**src/rtl/uart_tx_buffered_if.sv**
```systemverilog
// Byte handshake between internal logic and the buffered UART transmitter.
// The master offers tx_data/tx_start and the transmitter answers with tx_rdy.
interface uart_tx_buffered_if;
  logic [7:0] tx_data;
  logic       tx_start;
  logic       tx_rdy;

  modport master (output tx_data, output tx_start, input tx_rdy);
  modport slave  (input tx_data, input tx_start, output tx_rdy);
endinterface

```
**src/rtl/uart_tx_buffered.sv**
```systemverilog
// Buffered 8N1 UART transmitter, LSB first, fixed BAUD_DIV clocks per bit.
// Define UART_TX_FIFO_EN to put a FIFO_DEPTH-entry FIFO between the handshake and the shifter.
module uart_tx_buffered #(
  parameter int unsigned  BAUD_DIV   = 434,
  parameter int unsigned  FIFO_DEPTH = 4,
  localparam int unsigned CntW       = $clog2(FIFO_DEPTH + 1)
) (
  input  logic              clk,
  input  logic              rst,
  uart_tx_buffered_if.slave host,
  output logic              uart_tx,
  output logic              tx_done,
  output logic              tx_ovf,
  output logic [CntW-1:0]   fifo_cnt
);

  typedef enum logic [1:0] {StIdle, StStart, StData, StStop} state_e;

  state_e      state_q, state_d;
  logic [15:0] baud_q, baud_d;
  logic [2:0]  bit_q, bit_d;
  logic [8:0]  shift_q, shift_d;
  logic        uart_tx_q, uart_tx_d;
  logic        tx_done_q, tx_done_d;
  logic        tx_ovf_q, tx_ovf_d;
  logic        baud_tc;
  logic        push;
  logic        load;
  logic        avail;
  logic [7:0]  avail_data;

  assign baud_tc = (baud_q == 16'(BAUD_DIV - 1));
  assign push    = host.tx_start && host.tx_rdy;

`ifdef UART_TX_FIFO_EN
  localparam int unsigned PtrW = (FIFO_DEPTH > 1) ? $clog2(FIFO_DEPTH) : 1;

  logic [7:0]      mem_q [FIFO_DEPTH];
  logic [PtrW-1:0] wr_ptr_q, rd_ptr_q;
  logic [CntW-1:0] cnt_q;

  // Ready comes from the registered count, so a full FIFO refuses a push even on a pop edge.
  assign host.tx_rdy = (cnt_q < CntW'(FIFO_DEPTH));
  assign avail       = (cnt_q != '0);
  assign avail_data  = mem_q[rd_ptr_q];
  assign fifo_cnt    = cnt_q;

  always_ff @(posedge clk) begin
    if (push) begin
      mem_q[wr_ptr_q] <= host.tx_data;
    end
  end

  always_ff @(posedge clk) begin
    if (rst) begin
      wr_ptr_q <= '0;
      rd_ptr_q <= '0;
      cnt_q    <= '0;
    end else begin
      if (push) wr_ptr_q <= wr_ptr_q + PtrW'(1);
      if (load) rd_ptr_q <= rd_ptr_q + PtrW'(1);
      case ({push, load})
        2'b10:   cnt_q <= cnt_q + CntW'(1);
        2'b01:   cnt_q <= cnt_q - CntW'(1);
        default: ;
      endcase
    end
  end
`else
  // Unbuffered: an accepted byte goes straight into the shifter.
  assign host.tx_rdy = (state_q == StIdle);
  assign avail       = push;
  assign avail_data  = host.tx_data;
  assign fifo_cnt    = '0;
`endif

  always_comb begin
    state_d   = state_q;
    baud_d    = baud_q;
    bit_d     = bit_q;
    shift_d   = shift_q;
    tx_done_d = 1'b0;
    load      = 1'b0;

    unique case (state_q)
      StIdle: begin
        baud_d = '0;
        if (avail) load = 1'b1;
      end
      StStart: begin
        if (baud_tc) state_d = StData;
      end
      StData: begin
        if (baud_tc) begin
          if (bit_q == 3'd7) state_d = StStop;
          else bit_d = bit_q + 3'd1;
        end
      end
      StStop: begin
        if (baud_tc) begin
          tx_done_d = 1'b1;
          if (avail) load = 1'b1;
          else state_d = StIdle;
        end
      end
      default: state_d = StIdle;
    endcase

    if (state_q != StIdle) baud_d = baud_tc ? 16'd0 : baud_q + 16'd1;
    if (baud_tc && (state_q inside {StStart, StData})) shift_d = {1'b1, shift_q[8:1]};

    // Loading restarts the frame on this edge, giving back-to-back frames from STOP.
    if (load) begin
      state_d = StStart;
      shift_d = {avail_data, 1'b0};
      baud_d  = '0;
      bit_d   = '0;
    end

    uart_tx_d = (state_d inside {StStart, StData}) ? shift_d[0] : 1'b1;
    tx_ovf_d  = tx_ovf_q | (host.tx_start & ~host.tx_rdy);
  end

  always_ff @(posedge clk) begin
    if (rst) begin
      state_q   <= StIdle;
      baud_q    <= '0;
      bit_q     <= '0;
      shift_q   <= '1;
      uart_tx_q <= 1'b1;
      tx_done_q <= 1'b0;
      tx_ovf_q  <= 1'b0;
    end else begin
      state_q   <= state_d;
      baud_q    <= baud_d;
      bit_q     <= bit_d;
      shift_q   <= shift_d;
      uart_tx_q <= uart_tx_d;
      tx_done_q <= tx_done_d;
      tx_ovf_q  <= tx_ovf_d;
    end
  end

  assign uart_tx = uart_tx_q;
  assign tx_done = tx_done_q;
  assign tx_ovf  = tx_ovf_q;

endmodule
```
**src/flat_wrapper.sv**
```systemverilog
// flat-port wrapper written by rule: the top's interface ports become plain ports
module uart_tx_buffered_flat 
#(
  parameter int unsigned  BAUD_DIV   = 434,
  parameter int unsigned  FIFO_DEPTH = 4,
  localparam int unsigned CntW       = $clog2(FIFO_DEPTH + 1)
)
  (clk, rst, uart_tx, tx_done, tx_ovf, fifo_cnt, host_tx_data, host_tx_start, host_tx_rdy);
  uart_tx_buffered_if host_i ();
  input  logic clk;
  input  logic rst;
  output logic uart_tx;
  output logic tx_done;
  output logic tx_ovf;
  output logic [CntW-1:0] fifo_cnt;
  input wire logic [$bits(host_i.tx_data)-1:0] host_tx_data;
  input wire logic [$bits(host_i.tx_start)-1:0] host_tx_start;
  output wire logic [$bits(host_i.tx_rdy)-1:0] host_tx_rdy;
  assign host_i.tx_data = host_tx_data;
  assign host_i.tx_start = host_tx_start;
  assign host_tx_rdy = host_i.tx_rdy;
  uart_tx_buffered #(.BAUD_DIV(BAUD_DIV), .FIFO_DEPTH(FIFO_DEPTH)) u_core (.clk(clk), .rst(rst), .host(host_i), .uart_tx(uart_tx), .tx_done(tx_done), .tx_ovf(tx_ovf), .fifo_cnt(fifo_cnt));
endmodule
```
**config.mk**
```make
export PLATFORM = sky130hd
export DESIGN_NAME = uart_tx_buffered_flat
export DESIGN_NICKNAME = d
export VERILOG_FILES = /design/src/rtl/uart_tx_buffered_if.sv /design/src/rtl/uart_tx_buffered.sv /design/src/flat_wrapper.sv
export SDC_FILE = /design/constraint.sdc
export NUM_CORES = 1
export LEC_CHECK = 0
export CAP_MARGIN = 10
export CORE_UTILIZATION = 24
export DETAILED_ROUTE_END_ITERATION = 8
export GPL_TIMING_DRIVEN = 0
export HOLD_SLACK_MARGIN = 0.02
export PLACE_DENSITY = 0.45
export SETUP_SLACK_MARGIN = 0.2
export SYNTH_ARGS = -nofsm -noshare
export SYNTH_HDL_FRONTEND = slang
export SYNTH_SLANG_ARGS = --single-unit
```
**constraint.sdc**
```tcl
create_clock -name clk -period 4.4 [get_ports clk]
set_clock_uncertainty 0.2 [all_clocks]
set_input_delay 0.88 -clock clk [delete_from_list [all_inputs] [get_ports clk]]
set_output_delay 0.88 -clock clk [all_outputs]
set_load 0.05 [all_outputs]
```
==> results.py <==
metrics = {
    "sta": {
        "max_slew_margin": 0.620,
        "tightestPinTransition_ps": 570,
        "layout_worst_path_cycle_share": 0.679,
        "setup_slack_ps": 1410,
        "finalSetupViolCount": 0,
        "final_max_slew_viol_count": 0,
        "totalNegativeSetupSlack_ps": 0,
        "finalCriticalPeriod_ps": 2990,
        "fmax_mhz": 335,
        "finalHoldViolCount": 0,
        "rsz0062_at_grt": "false",
    },
    "yosys": {
        "synthCells": 183,
        "synth-warning-count": 0,
        "syn-cell-area_mm2": 0.00173,
        "syn_avg_cell_area_um2": 9.43,
        "synth_area_leaders": "dfxtp_1 (38%), ha_1 (6.5%), nor2_4 (5.2%), nand2_1 (4.4%), xor2_1 (4.1%)",
        "ys_seq_area_frac": 0.383,
        "ys_ff_latch": 33,
        "synth_top_area_cell": "dfxtp_1",
        "ys_types": 41,
        "post-synth-top-area-fraction": 0.383,
    },
    "drt": {
        "wirelength_um": 3400,
        "initialDrtViolationCount": 48,
        "antenna_left": 0,
        "via_count": 1290,
        "drt_drc_violations_left": 0,
        "avgViaCountPerCell": 4.27,
        "dr.pass1.iters": 2,
        "routedWlPerCell_um": 11.2,
    },
    "worst_setup_path": {
        "critPathMaxFanout": 7,
        "crit_path_start_kind": "flop",
        "critPathKind": "reg -> out",
        "r2r.worst_path.cells": 6,
        "crit_cells": 3,
        "crit_slowest_cell": "clkdlybuf4s50_1",
        "cp_top_family": "buffers and inverters",
        "crit_path_end_kind": "primary output",
        "crit_path_cell_trace": "inv_1 -> ha_1 -> clkdlybuf4s50_1",
        "slowest_delay_ps": 840,
        "cp.buffers_inverters": 2,
        "critPathArrivalTime_ps": 1910,
        "worstPathRequired_ps": 3320,
    },
    "placement": {
        "port_buffers": 13,
        "gp_congestion": 0.762,
        "placed_cell_area_mm2": 0.00198,
        "post-place-ws_ps": 1470,
        "hpwl_um": 2480,
    },
    "power_and_ir_drop": {
        "power_density_mw_per_mm2": 319,
        "ir_worst_vdd_v": 0.000100,
        "p_total_uw": 665,
        "cellLeakagePower_uw": 0.000742,
    },
    "finish": {
        "layout-area-overhead-vs-synth_pct": 20.8,
        "diodes": 0,
        "finalNetCount": 225,
        "drive_above_1_share": 0.165,
        "stdcell_area_mm2": 0.00208,
    },
    "global_route": {
        "grt_usage": 0.0988,
        "grt_pass1_vias": 1210,
        "antenna_found_initial": 0,
        "grt_max_degree": 11,
        "grt-ovfl-total": 0,
        "grt_pass1_wl_um": 5740,
    },
    "cts": {
        "postCtsSetupBuffers": 0,
        "cts_root_buf": "clkbuf_8",
        "cts_max_level": 2,
        "cts_hold_buf": 0,
        "numClockSinks": 33,
        "cts_resized": 0,
        "clk_latency_ps": 290,
        "cts_tree": "built",
        "clock_path_buffers": 2,
        "clkTransAtPathRegs_ps": 70,
        "cts_made_buffers": 5,
    },
    "floorplanning": {
        "core-area_mm2": 0.00687,
        "die_area_mm2": 0.00753,
        "initial_core_util": 0.251,
        "rows": 30,
        "die_w_um": 86.8,
        "io_pins": 18,
        "die_h_um": 86.8,
    },
    "worst_hold_path": {
        "hold_path.class": "reg -> reg",
        "hold_depth": 2,
    },
    "job": {
        "maxCapViolCount": 0,
    },
    "status": {
        "outcome": "finished, final reports clean",
    },
}
==> flip-flops by register name, indices dropped and copies added (netlist names) <==
signal	count
u_core.tx_done	1
u_core.state_q	2
u_core.bit_q	3
u_core.tx_ovf	1
u_core.baud_q	16
u_core.uart_tx	1
u_core.shift_q	9
==> per-layer routing <==
layer  GRT usage  share of wire  up-vias
met4      0.0545          0.027        0
met2       0.139           0.40       19
met1       0.138           0.54      582
met3      0.0219          0.026        8
li1            -              -      681
met5           0              0        -
==> placed cells by master (no fill, tap or decap), types with 3 or more instances in the layout <==
master	n
dfxtp_1	33
nand2_1	20
nor2_1	15
clkdlybuf4s50_1	13
nand3_1	9
ha_1	9
nor2_4	8
xor2_1	8
xnor2_1	7
a221oi_1	7
clkbuf_8	7
nand4_1	6
inv_1	5
clkbuf_1	4
or3_1	4
and3_1	4
nor3_1	3
a21oi_1	3
mux2i_1	3
nor3_2	3
buf_4	3
conb_1	3
==> kinds of logic (layout without fill, tap and decap cells) <==
family	count (synthesis)	after routing	share of synthesized area
AOI/OAI and AO/OA	20	20	0.0863
xor gates and xnor gates	15	15	0.0761
adders and majority gates	9	9	0.0653
buffers and inverters	16	37	0.0602
DFF	33	33	0.383
muxes	4	4	0.0239
other	1	3	0.00217
and+or+nand+nor	85	85	0.303
==> final cells by class <==
type	instances	area (um2)
flip-flops and latches	33	661
well taps	96	120
inverters	5	18.8
multi-input cells	136	968
fillers	741	4780
repair buffers	13	130
clock buffers	7	96.3
clock inverters	1	5.00
plain buffers	11	85.1
==> final timing paths <==
kind	start	to	slack, ps
min reg2reg	u_core.shift_q[1]$_SDFFE_PP1P_	u_core.shift_q[1]$_SDFFE_PP1P_	240
max reg2reg	u_core.state_q[1]$_SDFF_PP0_	u_core.shift_q[1]$_SDFFE_PP1P_	2040
min	u_core.shift_q[1]$_SDFFE_PP1P_	u_core.shift_q[1]$_SDFFE_PP1P_	240
max	u_core.state_q[1]$_SDFF_PP0_	host_tx_rdy	1410
==> worst reg2reg max path, stage by stage (launching register included) <==
cell	delay, ps
dfxtp_1	430
inv_1	130
ha_1	380
nor2_1	370
clkbuf_1	500
a221oi_1	210
nand2_1	80
==> synthesized netlist by cell type, drive strengths merged <==
cell type	instances
nor4b	1
clkbuf	4
nand2b	1
o41ai	1
nand3b	1
nor4	3
nor2	25
inv	5
o21ai	2
a21oi	3
xor2	8
a211oi	2
o211ai	2
nor3	6
a41oi	1
ha	9
and2	1
mux2	1
buf	7
or3	4
nand3	9
and4	2
o22ai	1
o311ai	1
conb	1
nand2	20
mux2i	3
dfxtp	33
and3	4
xnor2	7
a221oi	7
nor3b	2
nand4	6
==> through the flow <==
stage,instances,utilization,hold WS [ps]
2_1_floorplan,185,-,215
3_3_place_gp,294,0.289,233
3_5_place_dp,294,0.289,231
4_1_cts,302,0.303,242
5_1_grt,302,0.303,265
6_report,302,0.303,239
==> report_power, final <==
| group | total (uW) | switching [uW] | internal (uW) |
|---|---|---|---|
| Combinational | 93.3 | 56.2 | 37.0 |
| Clock | 254 | 112 | 141 |
| Sequential | 318 | 7.12 | 311 |
(Power assumes the default switching activity.)
